<file path="config.mk">
export PLATFORM = sky130hd
export DESIGN_NAME = simmem_wdata_aligner
export DESIGN_NICKNAME = d
export VERILOG_FILES = /design/src/rtl/simmem_wdata_aligner.sv
export SDC_FILE = /design/constraint.sdc
export NUM_CORES = 1
export LEC_CHECK = 0
export CELL_PAD_IN_SITES_DETAIL_PLACEMENT = 0
export CELL_PAD_IN_SITES_GLOBAL_PLACEMENT = 2
export CORE_MARGIN = 10
export CORE_UTILIZATION = 36
export CTS_CLUSTER_DIAMETER = 40
export DETAILED_ROUTE_END_ITERATION = 16
export PLACE_DENSITY = 0.85
export SYNTH_ARGS = -nofsm -noshare
export SYNTH_HDL_FRONTEND = slang
export SYNTH_SLANG_ARGS = --single-unit
</file>
<file path="constraint.sdc">
create_clock -name clk_i -period 3.93 [get_ports clk_i]
set_input_delay 0.5895 -clock clk_i [delete_from_list [all_inputs] [get_ports clk_i]]
set_output_delay 0.5895 -clock clk_i [all_outputs]
set_load 0.05 [all_outputs]
</file>
<file path="src/rtl/simmem_wdata_aligner.sv">
// Write-address/write-data aligner in front of the delay calculator core.
// Latency: an accepted address reaches the core 1 cycle later; a late beat is forwarded in its acceptance cycle.
// Backpressure: waddr stalls while the address queue is full; wdata stalls while MaxEarlyBeats beats are held.
//
// Ports:
//   clk_i, rst_i                      clock, synchronous active-high reset
//   waddr_valid_i/_ready_o            requester address handshake (iid, burst_len)
//   wdata_valid_i/_ready_o            requester data beat handshake
//   core_waddr_valid_o/_ready_i       queue head to core (iid, burst_len, imm_cnt)
//   core_wdata_valid_o                one pulse per beat that arrives after its address
//   early_beats_o, owed_beats_o       occupancy of the signed beat counter
module simmem_wdata_aligner #(
  parameter int AddrQueueDepth = 4,
  parameter int IidWidth       = 4,
  parameter int MaxBurstLen    = 8,
  parameter int MaxEarlyBeats  = 32,
  localparam int LenW   = $clog2(MaxBurstLen + 1),
  localparam int MaxCnt = (MaxEarlyBeats > AddrQueueDepth * MaxBurstLen) ?
                          MaxEarlyBeats : AddrQueueDepth * MaxBurstLen,
  localparam int CntW   = $clog2(MaxCnt + 1) + 1
) (
  input  logic                clk_i,
  input  logic                rst_i,
  input  logic                waddr_valid_i,
  output logic                waddr_ready_o,
  input  logic [IidWidth-1:0] waddr_iid_i,
  input  logic [LenW-1:0]     waddr_burst_len_i,
  input  logic                wdata_valid_i,
  output logic                wdata_ready_o,
  output logic                core_waddr_valid_o,
  input  logic                core_waddr_ready_i,
  output logic [IidWidth-1:0] core_waddr_iid_o,
  output logic [LenW-1:0]     core_waddr_burst_len_o,
  output logic [LenW-1:0]     core_wdata_imm_cnt_o,
  output logic                core_wdata_valid_o,
  output logic [CntW-2:0]     early_beats_o,
  output logic [CntW-2:0]     owed_beats_o
);

  localparam int PtrW = $clog2(AddrQueueDepth);
  localparam logic signed [CntW-1:0] CntZero  = '0;
  localparam logic signed [CntW-1:0] CntOne   = CntW'(1);
  localparam logic signed [CntW-1:0] MaxEarly = CntW'(MaxEarlyBeats);
  localparam logic [PtrW:0]          OccFull  = (PtrW + 1)'(AddrQueueDepth);

  // Address queue storage; contents need no reset, validity comes from occ_q.
  logic [IidWidth-1:0] iid_mem_q [AddrQueueDepth];
  logic [LenW-1:0]     len_mem_q [AddrQueueDepth];

  logic [PtrW-1:0] wr_ptr_q, rd_ptr_q;
  logic [PtrW:0]   occ_q, occ_d;

  // Signed beat counter: positive = beats waiting for an address,
  // negative = beats still owed to addresses already handed to the core.
  logic signed [CntW-1:0] cnt_q, cnt_d, cnt_beat, head_len_s, cnt_neg;
  logic                   wdata_rdy_q, wdata_rdy_d;

  logic fifo_empty, fifo_full, push, pop, beat_acc;
  logic [LenW-1:0] imm;

  assign fifo_empty = (occ_q == '0);
  assign fifo_full  = (occ_q == OccFull);
  assign push       = waddr_valid_i && !fifo_full;
  assign pop        = !fifo_empty && core_waddr_ready_i;
  assign beat_acc   = wdata_valid_i && wdata_rdy_q;

  always_comb begin
    head_len_s = signed'(CntW'(len_mem_q[rd_ptr_q]));
    // The beat accepted this cycle is counted before the pop so it can
    // contribute to the immediate count of the address leaving now.
    cnt_beat   = beat_acc ? cnt_q + CntOne : cnt_q;
    imm        = '0;
    if (!fifo_empty && (cnt_beat > CntZero)) begin
      imm = (cnt_beat > head_len_s) ? len_mem_q[rd_ptr_q] : cnt_beat[LenW-1:0];
    end
    cnt_d       = pop ? cnt_beat - head_len_s : cnt_beat;
    wdata_rdy_d = (cnt_d < MaxEarly);
  end

  always_comb begin
    occ_d = occ_q;
    case ({push, pop})
      2'b10:   occ_d = occ_q + (PtrW + 1)'(1);
      2'b01:   occ_d = occ_q - (PtrW + 1)'(1);
      default: occ_d = occ_q;
    endcase
  end

  always_ff @(posedge clk_i) begin
    if (push) begin
      iid_mem_q[wr_ptr_q] <= waddr_iid_i;
      len_mem_q[wr_ptr_q] <= waddr_burst_len_i;
    end
  end

  always_ff @(posedge clk_i) begin
    if (rst_i) begin
      wr_ptr_q    <= '0;
      rd_ptr_q    <= '0;
      occ_q       <= '0;
      cnt_q       <= '0;
      wdata_rdy_q <= 1'b1;
    end else begin
      if (push) wr_ptr_q <= wr_ptr_q + PtrW'(1);
      if (pop)  rd_ptr_q <= rd_ptr_q + PtrW'(1);
      occ_q       <= occ_d;
      cnt_q       <= cnt_d;
      wdata_rdy_q <= wdata_rdy_d;
    end
  end

  assign cnt_neg = CntZero - cnt_q;

  assign waddr_ready_o          = !fifo_full;
  assign wdata_ready_o          = wdata_rdy_q;
  assign core_waddr_valid_o     = !fifo_empty;
  assign core_waddr_iid_o       = iid_mem_q[rd_ptr_q];
  assign core_waddr_burst_len_o = len_mem_q[rd_ptr_q];
  assign core_wdata_imm_cnt_o   = imm;
  assign core_wdata_valid_o     = beat_acc && (cnt_q < CntZero);
  assign early_beats_o          = (cnt_q > CntZero) ? cnt_q[CntW-2:0] : '0;
  assign owed_beats_o           = (cnt_q < CntZero) ? cnt_neg[CntW-2:0] : '0;

endmodule

</file>
==> results of run 1 <==
## cells in the mapped netlist (6+ instances only)
cell	number	share of area [%]
edfxtp_1	32	36
nor2_1	25	3.5
inv_1	18	2.5
dfxtp_1	17	13
nand2_1	14	2.0
ha_1	10	4.7
xnor2_1	10	3.3
a21oi_1	9	1.7
and2_1	8	1.9
nor3_1	8	1.5
and3_1	7	1.6
mux4_1	6	5.9
o21ai_0	6	1.1
xor2_1	6	2.0
## per-stage QoR
stage                     instance area, µm²  hold WS (ns)  setup WS (ns)  TNS [ns]  total power [W]
after floorplan                         2680         0.466          0.132         0          0.00202
after global placement                  3240         0.492          0.158         0          0.00252
after detailed placement                3240         0.504         0.0937         0          0.00252
after CTS                               3330         0.516         0.0133         0          0.00284
after global routing                    3350         0.560       -0.00638  -0.00638          0.00303
final                                   3350         0.508          0.127         0          0.00283
## cells by family (layout without fill, tap and decap cells)
family / count (synthesis) / count (layout) / synth area share [%]
buffers and inverters: 29 / 77 / 5.64
XOR/XNOR: 19 / 19 / 7.55
adder cells (fa/ha/maj): 12 / 12 / 6.15
multiplexers: 14 / 14 / 9.42
AO/OA/AOI/OAI: 33 / 33 / 8.90
AND/OR/NAND/NOR: 76 / 76 / 13.8
flip-flops: 49 / 49 / 48.5
## routing by layer
metal | global-route usage, % | share of wire, %
met1 | 11.7 | 45
met2 | 17.1 | 48
met3 | 2.23 | 4.8
met4 | 4.06 | 1.6
met5 | 0 | 0
## area by class of cell
| class | count | area, µm² | share of cell area, % |
|---|---|---|---|
| Inverter | 19 | 71.3 | 2.13 |
| Clock buffer | 6 | 82.6 | 2.47 |
| Multi-Input combinational cell | 154 | 1230 | 36.9 |
| Sequential cell | 49 | 1300 | 38.9 |
| Timing Repair Buffer | 50 | 515 | 15.4 |
| Tap cell | 99 | 124 | 3.70 |
| Clock inverter | 2 | 16.3 | 0.486 |
## power groups by stage
stage	Clock, W	Combinational, W	Sequential, W
after floorplan	0	0.00132	0.000700
after global placement	0	0.00176	0.000759
after detailed placement	0	0.00176	0.000759
after CTS	0.000322	0.00177	0.000747
after global routing	0.000341	0.00193	0.000762
final	0.000313	0.00178	0.000745
## critical path, cell delays in order
cell and delay [ns]:
clkdlybuf4s50_1 0.48, nand2_1 0.12, mux2_2 0.39, ha_1 0.30, nand3b_1 0.11, nand2_1 0.08, a21oi_1 0.19, o221ai_1 0.16
o211ai_1 0.12, buf_4 0.18, mux2i_1 0.30, buf_12 0.18
## worst paths after layout
path | startpoint | endpoint | slack, ns
max reg2reg | flip-flop | wdata_ready_o$_SDFF_PP1_ | 0.97
max | wdata_valid_i | core_wdata_imm_cnt_o[2] | 0.13
min reg2reg | wr_ptr_q[1]$_SDFFE_PP0P_ | wr_ptr_q[1]$_SDFFE_PP0P_ | 0.51
min | wr_ptr_q[1]$_SDFFE_PP0P_ | wr_ptr_q[1]$_SDFFE_PP0P_ | 0.51
## what timing repair did
item | 4_1_cts | 5_1_grt
buffers inserted | 0 | 1
setup endpoints to repair | 0 | 4
resized for setup | 0 | 2
## registers in the layout (all words and copies together), names as in the netlist, named ones only
name           flops
rd_ptr_q           2
occ_q              3
cnt_q              7
wr_ptr_q           2
wdata_ready_o      1
len_mem_q         16
iid_mem_q         16
==> impl_metrics.csv, run 1 <==
group,metric,value,unit
status,status,"finished clean",
logic_synthesis,synth_edf_count,32,
cells_and_area,fillers,698,
logic_synthesis,synth_fp_nets,257,
power_and_ir_drop,p_switching,0.00129,W
global_route,antenna_found_initial,0,
detailed_routing,routedWlPerCell,14.8,µm
global_route,grt_overflow_total,0,
die,die-area,11300,µm²
global_route,grt_pass1_wl,9.10,mm
logic_synthesis,synth_area_per_cell,11.6,µm²
cells_and_area,area_delta_synth_final,24.7,%
critical_path,worstSetupEndpointType,"output pin",
die,core-area,7250,µm²
detailed_routing,firstDrtPassIters,4,
clocking,cts_sinks,49,
cells_and_area,fin_util,46.1,%
die,die_h,106,µm
logic_synthesis,synthFlopType,"edfxtp_1",
clocking,htreeDepth,2,
clocking,path_clk_slew,0.08,ns
flow_run,maxCapViolations,0,
critical_path,worstSetupPathType,"in -> out",
critical_path,required,3.34,ns
die,start_util,37.0,%
power_and_ir_drop,internal_power,0.00154,W
placed_design,dp.cells,370,
cells_and_area,final_common_cell,"clkdlybuf4s50_1",
power_and_ir_drop,power.leakage,1.24,nW
placed_design,numPortBuffers,40,
sta,final_max_slew_viol_count,0,
logic_synthesis,synth_cell_types,43,
logic_synthesis,syn_inst,232,
global_route,grt_start_max_net_pins,17,
logic_synthesis,synth_seq_cells,49,
cells_and_area,drive_above_1_share,11.4,%
sta,finClkSkew,0.00631,ns
clocking,insertion_delay,0.30,ns
die,ios,41,
logic_synthesis,syn_area,2680,µm²
clocking,clock-root-buffer,"clkbuf_8",
power_and_ir_drop,peakVddDrop,0.205,mV
sta,setup_violations,0,
detailed_routing,final_antenna_net_count,0,
detailed_routing,drt-total-wl,5.60,mm
placed_design,gp_congestion,0.785,
die,fp.dieW,106,µm
critical_path,reg2reg_depth,8,
sta,timing.final.crit_period,3.80,ns
global_route,track_usage,9.97,%
logic_synthesis,async_flop_share,0,%
clocking,tritoncts,"built",
cells_and_area,n_antenna_cell,0,
critical_path,cp-start-kind,"input pin",
clocking,postCtsHoldBufs,0,
sta,maxSlewHeadroom,56.4,%
critical_path,crit_fanout,5,
sta,tightest_slew,0.652,ns
logic_synthesis,ys_seq_area_share,48.5,%
die,num_rows,31,
min_path,worstHoldPathCells,2,
min_path,worstHoldPathType,"reg -> reg",
power_and_ir_drop,power_frac_seq,26.3,%
cells_and_area,fin_nets,304,
sta,final_hold_viol_count,0,
detailed_routing,dr.first_iter.drc_count,63,
power_and_ir_drop,combinationalPowerShare,62.7,%
power_and_ir_drop,switching_share,45.6,%
detailed_routing,vias_per_cell,4.82,
detailed_routing,drc,0,
critical_path,cp.arrival,3.21,ns
global_route,grt_pass1_vias,1876,
sta,period_share,96.8,%
power_and_ir_drop,p_per_area,847,nW/µm²
placed_design,post-dp-hpwl,4.35,mm
cells_and_area,fin_cells,379,
sta,fmax,0.263,GHz
logic_synthesis,yosysWarningCount,0,
clocking,numCtsBuffers,5,
clocking,clockBufferDepth,2,
detailed_routing,via_count,1825,
power_and_ir_drop,clkPwrFrac,11.1,%
cells_and_area,final_cell_mix,"36 x clkdlybuf4s50_1, 32 x edfxtp_1, 25 x nor2_1",
Power figures use the tool's default switching activity.
==> run 2, diff against run 1 <==
- CORE_UTILIZATION: 36 -> 32
- PLACE_DENSITY: 0.85 -> 0.8
- clock period: 3.93 -> 3.4 ns (I/O delays scaled with it)
==> run 2 against run 1 <==
Sequential power is 16% higher. Register-to-register slack worse by 0.86 ns. Non-clock buffer count is 32 higher. Global-route usage is 0.065 points lower. Total power is 39% higher. Worst setup slack worse by 0.028 ns. First-iteration DRC count is 51% lower. Hold slack hardly changed. Clock skew is 0.0032 ns higher. Die area is 10% higher. Combinational power is 52% higher. Via count is 8.1% higher.
==> impl_metrics.csv, run 2 (synthesis results as in run 1) <==
group,metric,value,unit
placed_design,post-dp-hpwl,4.74,mm
cells_and_area,fillers,771,
critical_path,worstSetupEndpointType,"output pin",
cells_and_area,fin_nets,336,
global_route,track_usage,9.90,%
sta,period_share,97.1,%
status,status,"finished clean",
critical_path,crit_fanout,5,
clocking,numCtsBuffers,5,
global_route,grt_pass1_vias,2054,
critical_path,cp.arrival,2.79,ns
sta,setup_violations,0,
cells_and_area,multi_input_area,1400,µm²
sta,final_max_slew_viol_count,0,
die,start_util,32.8,%
sta,fmax,0.303,GHz
global_route,grt_overflow_total,0,
min_path,min_to,"wr_ptr_q[1]$_SDFFE_PP0P_",
cells_and_area,final_common_cell,"buf_4",
clocking,insertion_delay,0.30,ns
die,die-area,12500,µm²
sta,timing.final.crit_period,3.30,ns
placed_design,gp_congestion,0.831,
global_route,grt_start_max_net_pins,19,
sta,rsz0062_at_grt,"yes",
flow_run,maxCapViolations,0,
sta,final_hold_viol_count,0,
critical_path,required,2.89,ns
critical_path,cp-start-kind,"flip-flop",
critical_path,r2r_slack,0.11,ns
critical_path,reg2reg_depth,15,
detailed_routing,routedWlPerCell,15.0,µm
die,ios,41,
die,die_h,112,µm
detailed_routing,vias_per_cell,4.73,
cells_and_area,seqCellArea,1310,µm²
sta,maxSlewHeadroom,54.9,%
sta,finClkSkew,0.00948,ns
detailed_routing,final_antenna_net_count,0,
critical_path,worstSetupPathType,"reg -> out",
clocking,clockBufferDepth,2,
cells_and_area,fin_util,46.3,%
cells_and_area,final_cell_mix,"41 x buf_4, 35 x clkdlybuf4s50_1, 32 x edfxtp_1",
sta,final.setup.worst_slack,0.0983,ns
min_path,min_from,"wr_ptr_q[1]$_SDFFE_PP0P_",
clocking,clock-root-buffer,"clkbuf_8",
detailed_routing,drc,0,
power_and_ir_drop,peakVddDrop,0.326,mV
sta,tightest_slew,0.674,ns
die,fp.dieW,112,µm
clocking,htreeDepth,2,
min_path,worstHoldPathType,"reg -> reg",
power_and_ir_drop,power.leakage,1.41,nW
placed_design,dpl_worst_slack,-0.121,ns
clocking,path_clk_slew,0.09,ns
clocking,tritoncts,"built",
die,num_rows,33,
power_and_ir_drop,p_per_area,1040,nW/µm²
global_route,grt_pass1_wl,10.3,mm
critical_path,regToRegEndpoint,"wdata_ready_o$_SDFF_PP1_",
cells_and_area,drive_above_1_share,28.8,%
detailed_routing,via_count,1972,
die,core-area,8180,µm²
min_path,worstHoldPathCells,2,
cells_and_area,n_antenna_cell,0,
cells_and_area,reg.largest.list,"iid_mem_q: 16 flops, len_mem_q: 16 flops, cnt_q: 7 flops",
detailed_routing,firstDrtPassIters,4,
detailed_routing,drt-total-wl,6.26,mm
placed_design,numPortBuffers,40,
power_and_ir_drop,power,0.00393,W
global_route,antenna_found_initial,0,
detailed_routing,dr.first_iter.drc_count,31,
clocking,cts_sinks,49,
cells_and_area,area_delta_synth_final,41.0,%
==> run 2: changes by cell type in the layout (fill, tap and decap cells not counted), moves of 4 or more <==
cell / previous run / this run
buf_4: 10 / 41
mux2i_4: 0 / 4
ha_1: 10 / 5
ha_4: 0 / 5
==> run 2: report_power, final <==
group	switching [W]	leakage, nW	internal [W]
registers	0.000110	0.435	0.000751
clock network	0.000208	0.0502	0.000153
logic	0.00141	0.926	0.00130
total	0.00173	1.41	0.00220
==> run 2: worst max-delay path by stage <==
stage	startpoint	to	slack (ns)
finish	flip-flop	core_wdata_imm_cnt_o[2]	0.1
CTS	flip-flop	core_wdata_imm_cnt_o[2]	0.02
floorplan	flip-flop	core_wdata_imm_cnt_o[0]	-0.02
global placement	wdata_valid_i	core_wdata_imm_cnt_o[2]	-0.06
detailed placement	wdata_valid_i	core_wdata_imm_cnt_o[2]	-0.12
global route	flip-flop	core_wdata_imm_cnt_o[2]	-0.04
==> run 2: through the flow <==
step	hold WS, ns	instance area (µm²)	cells	setup TNS [ns]
after CTS	0.512	3680	415	0
after floorplan	0.466	2740	232	-0.0676
after global placement	0.491	3450	394	-0.206
after detailed placement	0.498	3450	394	-0.493
after global routing	0.541	3780	417	-0.155
final	0.508	3780	417	0
==> run 2: worst max-delay path, cell delays in order (launching register included) <==
cell and delay, ns:
dfxtp_4 0.40, mux4_2 0.54, inv_2 0.09, ha_4 0.20, nand3b_1 0.14, nand2_2 0.09
a21oi_2 0.14, o221ai_1 0.12, o211ai_1 0.15, clkbuf_16 0.21, mux2i_4 0.25, buf_12 0.16
==> run 2: cell type report <==
| cell class | count | area share [%] |
|---|---|---|
| Sequential cell | 49 | 34.7 |
| Timing Repair Buffer | 82 | 20.3 |
| Multi-Input combinational cell | 154 | 37.1 |
| Clock buffer | 5 | 1.82 |
| Clock inverter | 3 | 0.760 |
| Tap cell | 105 | 3.47 |
| Inverter | 19 | 1.88 |
==> run 2: layer usage <==
metal / part of all wire [%] / vias to the layer above / wire length [µm] / GRT usage [%]
li1: - / 987 / - / -
met1: 45 / 941 / 2810 / 11.8
met2: 50 / 38 / 3110 / 17.2
met3: 4.6 / 6 / 285 / 2.63
met4: 0.94 / 0 / 59 / 2.66
met5: 0 / - / 0 / 0
==> run 2: what timing repair did <==
item,in CTS,in global routing
resized for setup,9,24
setup buffers,13,2
setup endpoints to repair,4,6
pin swaps,1,9
hold buffers,0,0
